--- src/rtl/lcd_rtc_display.sv ---
// HH:MM:SS clock with validated time-load and 12/24-hour mode, continuously
// refreshing a 2x16 HD44780 character LCD over an 8-bit bus with a generated E strobe.
module lcd_rtc_display #(
    parameter int TICK_DIV  = 1000,
    parameter int PWR_CYC   = 70,
    parameter int SLOT_CYC  = 4,
    parameter int E_HIGH    = 2,
    parameter int CLR_SLOTS = 8
) (
    input  logic       i_clk,
    input  logic       i_rst,
    input  logic       i_run,
    input  logic       i_mode12,
    input  logic       i_set_stb,
    input  logic [4:0] i_set_hour,
    input  logic [5:0] i_set_min,
    input  logic [5:0] i_set_sec,
    output logic       o_set_err,
    output logic       o_sec_tick,
    output logic       o_init_done,
    output logic       o_lcd_e,
    output logic       o_lcd_rs,
    output logic       o_lcd_rw,
    output logic [7:0] o_lcd_data
);
    localparam int PW  = (TICK_DIV > 1) ? $clog2(TICK_DIV) : 1;
    localparam int CW  = (PWR_CYC > 1) ? $clog2(PWR_CYC) : 1;
    localparam int SW  = $clog2(SLOT_CYC);
    localparam int IW  = $clog2(((CLR_SLOTS > 16) ? CLR_SLOTS : 16) + 1);

    localparam logic [PW-1:0] PRE_MAX  = PW'(TICK_DIV - 1);
    localparam logic [CW-1:0] PWR_MAX  = CW'(PWR_CYC - 1);
    localparam logic [SW-1:0] CYC_MAX  = SW'(SLOT_CYC - 1);
    localparam logic [SW-1:0] E_HI     = SW'(E_HIGH);
    localparam logic [IW-1:0] CLR_LAST = IW'(CLR_SLOTS);
    localparam logic [IW-1:0] COL_LAST = IW'(16);

    typedef enum logic [2:0] {PWRUP, FUNC, DISP, ENTRY, CLEAR, LINE1, LINE2} state_t;

    // ---------------- time of day ----------------
    logic [PW-1:0] r_presc;
    logic [4:0]    r_hour;
    logic [5:0]    r_min, r_sec;
    logic          r_sec_tick, r_set_err;
    logic          w_set_ok;

    assign w_set_ok = (i_set_hour <= 5'd23) && (i_set_min <= 6'd59) && (i_set_sec <= 6'd59);

    // A valid load wins over a coincident tick; the tick is simply lost.
    always_ff @(posedge i_clk or posedge i_rst) begin
        if (i_rst) begin
            r_presc    <= '0;
            r_hour     <= '0;
            r_min      <= '0;
            r_sec      <= '0;
            r_sec_tick <= 1'b0;
            r_set_err  <= 1'b0;
        end else begin
            r_sec_tick <= 1'b0;
            r_set_err  <= 1'b0;
            if (i_set_stb && w_set_ok) begin
                r_hour  <= i_set_hour;
                r_min   <= i_set_min;
                r_sec   <= i_set_sec;
                r_presc <= '0;
            end else begin
                if (i_set_stb) r_set_err <= 1'b1;
                if (i_run) begin
                    if (r_presc == PRE_MAX) begin
                        r_presc    <= '0;
                        r_sec_tick <= 1'b1;
                        if (r_sec == 6'd59) begin
                            r_sec <= '0;
                            if (r_min == 6'd59) begin
                                r_min  <= '0;
                                r_hour <= (r_hour == 5'd23) ? 5'd0 : r_hour + 5'd1;
                            end else begin
                                r_min <= r_min + 6'd1;
                            end
                        end else begin
                            r_sec <= r_sec + 6'd1;
                        end
                    end else begin
                        r_presc <= r_presc + PW'(1);
                    end
                end
            end
        end
    end

    // ---------------- LCD sequencer ----------------
    state_t        r_state, n_state;
    logic [IW-1:0] r_idx, n_idx;
    logic [SW-1:0] r_cyc, n_cyc;
    logic [CW-1:0] r_pwr, n_pwr;
    logic          w_new_slot;

    always_comb begin
        n_state    = r_state;
        n_idx      = r_idx;
        n_cyc      = r_cyc;
        n_pwr      = r_pwr;
        w_new_slot = 1'b0;
        if (r_state == PWRUP) begin
            if (r_pwr == PWR_MAX) begin
                n_state    = FUNC;
                n_idx      = '0;
                n_cyc      = '0;
                w_new_slot = 1'b1;
            end else begin
                n_pwr = r_pwr + CW'(1);
            end
        end else if (r_cyc == CYC_MAX) begin
            w_new_slot = 1'b1;
            n_cyc      = '0;
            n_idx      = r_idx + IW'(1);
            case (r_state)
                FUNC:  n_state = DISP;
                DISP:  n_state = ENTRY;
                ENTRY: begin n_state = CLEAR; n_idx = '0; end
                CLEAR: if (r_idx == CLR_LAST) begin n_state = LINE1; n_idx = '0; end
                LINE1: if (r_idx == COL_LAST) begin n_state = LINE2; n_idx = '0; end
                LINE2: if (r_idx == COL_LAST) begin n_state = LINE1; n_idx = '0; end
                default: begin n_state = PWRUP; n_idx = '0; end
            endcase
        end else begin
            n_cyc = r_cyc + SW'(1);
        end
    end

    // ---------------- character generation from the frame snapshot ----------------
    logic [4:0] r_snap_h;
    logic [5:0] r_snap_m, r_snap_s;
    logic       r_snap_m12;
    logic [4:0] w_h12, w_hd;
    logic       w_pm;
    logic [15:0] w_hh, w_mm, w_ss;
    logic [3:0] w_col;
    logic [7:0] w_l1, w_l2;

    function automatic logic [15:0] f_ascii2(input logic [5:0] v);
        logic [5:0] t;
        logic [5:0] u;
        if      (v >= 6'd50) t = 6'd5;
        else if (v >= 6'd40) t = 6'd4;
        else if (v >= 6'd30) t = 6'd3;
        else if (v >= 6'd20) t = 6'd2;
        else if (v >= 6'd10) t = 6'd1;
        else                 t = 6'd0;
        u = v - (t << 3) - (t << 1);
        return {8'h30 + {2'b00, t}, 8'h30 + {2'b00, u}};
    endfunction

    assign w_h12 = (r_snap_h == 5'd0) ? 5'd12 : (r_snap_h > 5'd12) ? r_snap_h - 5'd12 : r_snap_h;
    assign w_hd  = r_snap_m12 ? w_h12 : r_snap_h;
    assign w_pm  = (r_snap_h >= 5'd12);
    assign w_hh  = f_ascii2({1'b0, w_hd});
    assign w_mm  = f_ascii2(r_snap_m);
    assign w_ss  = f_ascii2(r_snap_s);
    assign w_col = 4'(n_idx - IW'(1));

    always_comb begin
        w_l1 = " ";
        case (w_col)
            4'd4:  w_l1 = w_hh[15:8];
            4'd5:  w_l1 = w_hh[7:0];
            4'd6:  w_l1 = ":";
            4'd7:  w_l1 = w_mm[15:8];
            4'd8:  w_l1 = w_mm[7:0];
            4'd9:  w_l1 = ":";
            4'd10: w_l1 = w_ss[15:8];
            4'd11: w_l1 = w_ss[7:0];
            4'd13: w_l1 = r_snap_m12 ? (w_pm ? "P" : "A") : " ";
            4'd14: w_l1 = r_snap_m12 ? "M" : " ";
            default: w_l1 = " ";
        endcase
    end

    always_comb begin
        w_l2 = " ";
        case (w_col)
            4'd0: w_l2 = "M";
            4'd1: w_l2 = "O";
            4'd2: w_l2 = "D";
            4'd3: w_l2 = "E";
            4'd5: w_l2 = r_snap_m12 ? "1" : "2";
            4'd6: w_l2 = r_snap_m12 ? "2" : "4";
            4'd7: w_l2 = "H";
            default: w_l2 = " ";
        endcase
    end

    // Bus content of the slot being entered; clear's execution slots leave E low.
    logic       w_act, w_rs;
    logic [7:0] w_dat;

    always_comb begin
        w_act = 1'b0;
        w_rs  = 1'b0;
        w_dat = 8'h00;
        case (n_state)
            FUNC:  begin w_act = 1'b1; w_dat = 8'h38; end
            DISP:  begin w_act = 1'b1; w_dat = 8'h0C; end
            ENTRY: begin w_act = 1'b1; w_dat = 8'h06; end
            CLEAR: begin w_act = (n_idx == '0); w_dat = 8'h01; end
            LINE1: begin
                w_act = 1'b1;
                w_rs  = (n_idx != '0);
                w_dat = (n_idx == '0) ? 8'h80 : w_l1;
            end
            LINE2: begin
                w_act = 1'b1;
                w_rs  = (n_idx != '0);
                w_dat = (n_idx == '0) ? 8'hC0 : w_l2;
            end
            default: ;
        endcase
    end

    logic       r_e, r_rs, r_init_done;
    logic [7:0] r_data;

    always_ff @(posedge i_clk or posedge i_rst) begin
        if (i_rst) begin
            r_state     <= PWRUP;
            r_idx       <= '0;
            r_cyc       <= '0;
            r_pwr       <= '0;
            r_e         <= 1'b0;
            r_rs        <= 1'b0;
            r_data      <= 8'h00;
            r_init_done <= 1'b0;
            r_snap_h    <= '0;
            r_snap_m    <= '0;
            r_snap_s    <= '0;
            r_snap_m12  <= 1'b0;
        end else begin
            r_state <= n_state;
            r_idx   <= n_idx;
            r_cyc   <= n_cyc;
            r_pwr   <= n_pwr;
            r_e     <= w_act && (n_state != PWRUP) && (n_cyc != '0) && (n_cyc <= E_HI);
            if (w_new_slot && w_act) begin
                r_rs   <= w_rs;
                r_data <= w_dat;
            end
            if (w_new_slot && n_state == LINE1 && n_idx == '0) begin
                r_snap_h    <= r_hour;
                r_snap_m    <= r_min;
                r_snap_s    <= r_sec;
                r_snap_m12  <= i_mode12;
                r_init_done <= 1'b1;
            end
        end
    end

    assign o_set_err   = r_set_err;
    assign o_sec_tick  = r_sec_tick;
    assign o_init_done = r_init_done;
    assign o_lcd_e     = r_e;
    assign o_lcd_rs    = r_rs;
    assign o_lcd_rw    = 1'b0;
    assign o_lcd_data  = r_data;

endmodule

--- config.mk ---
export PLATFORM = sky130hd
export DESIGN_NAME = lcd_rtc_display
export DESIGN_NICKNAME = d
export VERILOG_FILES = /design/src/rtl/lcd_rtc_display.sv
export SDC_FILE = /design/constraint.sdc
export NUM_CORES = 1
export LEC_CHECK = 0
export CELL_PAD_IN_SITES_DETAIL_PLACEMENT = 1
export CELL_PAD_IN_SITES_GLOBAL_PLACEMENT = 1
export CORE_ASPECT_RATIO = 1.1
export CORE_UTILIZATION = 45
export CTS_BUF_LIST = sky130_fd_sc_hd__clkbuf_16
export CTS_CLUSTER_SIZE = 30
export DETAILED_ROUTE_END_ITERATION = 8
export GPL_TIMING_DRIVEN = 0
export HOLD_SLACK_MARGIN = 0.06
export PLACE_DENSITY = 0.79
export REMOVE_ABC_BUFFERS = 1
export SETUP_SLACK_MARGIN = 0.2
export SKIP_CTS_REPAIR_TIMING = 1
export SLEW_MARGIN = 40
export SYNTH_ARGS = -nofsm -noshare
export SYNTH_HDL_FRONTEND = slang
export SYNTH_SLANG_ARGS = --single-unit
--- constraint.sdc ---
create_clock -name i_clk -period 5.8 [get_ports i_clk]
set_clock_uncertainty 0.15 [all_clocks]
set_input_delay 1.45 -clock i_clk [delete_from_list [all_inputs] [get_ports i_clk]]
set_output_delay 1.45 -clock i_clk [all_outputs]
set_load 0.005 [all_outputs]
==> impl_metrics.yaml <==
run_status:
  status: "completed"
route:
  routedWlPerCell_um: 18.5
  vias_per_cell: 6.12
  drtIter0Drc: 192
  drt-pass1-iter-count: 5
  drt_wl_total_mm: 14.8
  ant_nets: 0
  drc: 0
  vias: 4904
floorplan:
  num_rows: 42
  start_util: 0.464
  die_y_um: 119
  ios: 36
  fp.dieW_um: 108
  core_um2: 12000
  die_area_um2: 12900
run:
  cap_violations: 0
yosys:
  synth-warning-count: 0
  synth_cells: 623
  seq_area_frac_synth: 0.336
  yosys.area.top_type_share: 0.336
  syn_area_um2: 5580
  post-synth-top-count-cell: "dfrtp_1"
  synth_area_leaders: "dfrtp_1 (34%), ha_1 (8.1%), a21oi_1 (4.0%), nand2_1 (4.0%), o21ai_0 (3.5%)"
  synth_seq_cells: 75
  ys_async_sr_fraction: 1.00
  avgSynthCellArea_um2: 8.96
  synth_ff_type: "dfrtp_1"
  yosysUniqueCellTypes: 79
  synth_commonest_cells: "dfrtp_1 (75), nand2_1 (59), a21oi_1 (45), inv_1 (40), o21ai_0 (39)"
  synth_edf_count: 0
  yosysTopAreaCell: "dfrtp_1"
placement:
  detailed_place_hpwl_mm: 10.9
  io_buffers: 34
  globalplace.congestion: 0.850
  place_area_um2: 6040
global_routing:
  overflow: 0
  grt_pass1_vias: 5308
  grt_max_degree: 52
  antenna_found_initial: 0
  track_usage: 0.251
  grt_pass1_wl_mm: 25.4
critical_path:
  cp.arrival_ps: 5210
  crit_required_ps: 5950
  worstSetupPathType: "flip-flop to flip-flop"
  cpMostUsedCell: "ha_1"
  slowest_delay_ps: 520
  crit_chain: "ha_1, or3b_2, a21oi_1, o22ai_1, maj3_1, o211ai_1, ha_1, inv_1, ha_1, a21oi_1, xnor2_1, nand2_1, mux2i_1, nor4b_1, ha_1, a2111oi_0, o32a_1"
  crit_fanout: 8
  slowest_stage: "nor4b_1"
  start_kind: "flip-flop"
  cp-end-kind: "flip-flop"
cts:
  cts_buffer_depth: 2
  clock-sinks: 75
  ctsHtreeMaxLevel: 3
  cts_root_buffer: "clkbuf_16"
  clk_pin_slew_ps: 60
  cts_tree: "yes"
  numCtsBuffers: 9
  insertion_delay_ps: 360
final_layout:
  drive_gt1_frac: 0.0912
  syn2layout_area_growth_pct: 14.1
  antenna_cells: 0
  post-route-util: 0.529
  nets: 703
  final_area_um2: 6370
sta:
  fin_tns_setup_ps: 0
  max_freq_mhz: 198
  worstMarginPinSlew_ps: 734
  hold_slack_ps: 346
  fin_crit_sh: 0.872
  finalSetupViolations: 0
  max_slew_margin: 0.509
  rsz0062_at_grt: "false"
  slew_viol_final: 0
  period_needed_ps: 5060
  hold_viol: 0
power:
  max-vdd-ir-drop_mv: 0.162
  power.density_nw_per_um2: 220
  p_leak_nw: 2.67
min_path:
  hp-class: "flip-flop to flip-flop"
state kept, by name, indices dropped and copies added (netlist names):
name / flops
o_init_done: 1
o_lcd_data: 8
o_lcd_e: 1
o_lcd_rs: 1
o_sec_tick: 1
o_set_err: 1
r_cyc: 2
r_hour: 5
r_idx: 5
r_min: 6
r_presc: 10
r_pwr: 7
r_sec: 6
r_snap_h: 5
r_snap_m: 6
r_snap_m12: 1
r_snap_s: 6
r_state: 3
cells in the final DEF (no fill, tap or decap), drive strengths merged, types with 7 or more instances in the layout:
cell type / n
o31ai: 7
o21ai: 40
a311oi: 9
a21oi: 45
nor2b: 8
xnor2: 18
nor2: 35
nand2: 60
xor2: 10
clkbuf: 9
nand4: 9
nor3: 14
dfrtp: 75
ha: 36
nand3: 23
clkdlybuf4s50: 34
and3: 10
nor4: 8
mux2: 18
inv: 43
final cells by class:
cell class                      instances  area (um^2)
Clock inverter                          6         81.3
Tap cell                              154          193
Clock buffer                            9          225
Fill cell                            1386         5670
Inverter                               43          169
Sequential cell                        75         1880
Multi-Input combinational cell        478         3430
Timing Repair Buffer                   36          395
kinds of logic (layout without fill, tap and decap cells):
group	after synthesis	count (layout)	synth area share
muxes	23	23	0.0513
other	1	1	0.000672
and+or+nand+nor	215	215	0.209
adders and majority gates	39	39	0.0897
AOI/OAI and AO/OA	172	172	0.214
xor gates and xnor gates	28	28	0.0439
DFF	75	75	0.336
buffers and inverters	70	94	0.0552
worst max-delay path: cells and delay by family, from the launching register on:
| family | cells | cell delay [ps] |
|---|---|---|
| flip-flops | 1 | 490 |
| buffers and inverters | 1 | 60 |
| adder cells (fa/ha/maj) | 5 | 1510 |
| XOR/XNOR | 1 | 130 |
| multiplexers | 1 | 80 |
| AND/OR/NAND/NOR | 3 | 1090 |
| AO/OA/AOI/OAI | 6 | 1500 |
through the flow:
stage | instances | setup WS (ps) | total power [W]
after floorplan | 596 | 1520 | 0.000732
after global placement | 784 | 420 | 0.000788
after detailed placement | 786 | 802 | 0.000810
after CTS | 801 | 710 | 0.00141
after global routing | 801 | 355 | 0.00146
final | 801 | 740 | 0.00140
path summary, 6_finish.rpt:
kind	end	slack (ps)	start	depth (start not counted)
hold reg to reg	r_pwr[6]	350	r_pwr[6]	1
setup / recovery	o_lcd_data[5]	740	r_snap_h[2]	17
hold / removal	r_pwr[6]	350	r_pwr[6]	1
setup reg to reg	o_lcd_data[5]	740	r_snap_h[2]	17
min in group asynchronous	r_pwr[5]	1280	i_rst	2
max in group asynchronous	r_sec[4]	3690	i_rst	3
per-layer routing:
metal | routed length [um] | vias to the layer above | GRT usage
met1 | 6220 | 2448 | 0.291
li1 | - | 2344 | -
met3 | 442 | 32 | 0.0359
met2 | 7770 | 80 | 0.445
met5 | 0 | - | 0
met4 | 407 | 0 | 0.124
report_power, final:
part	switching, W	total (W)	internal, W
Sequential	0.0000650	0.000632	0.000567
Clock	0.000231	0.000602	0.000371
Combinational	0.0000894	0.000170	0.0000802
Total	0.000385	0.00140	0.00102
Note: power is estimated with default switching activity, not from simulation.
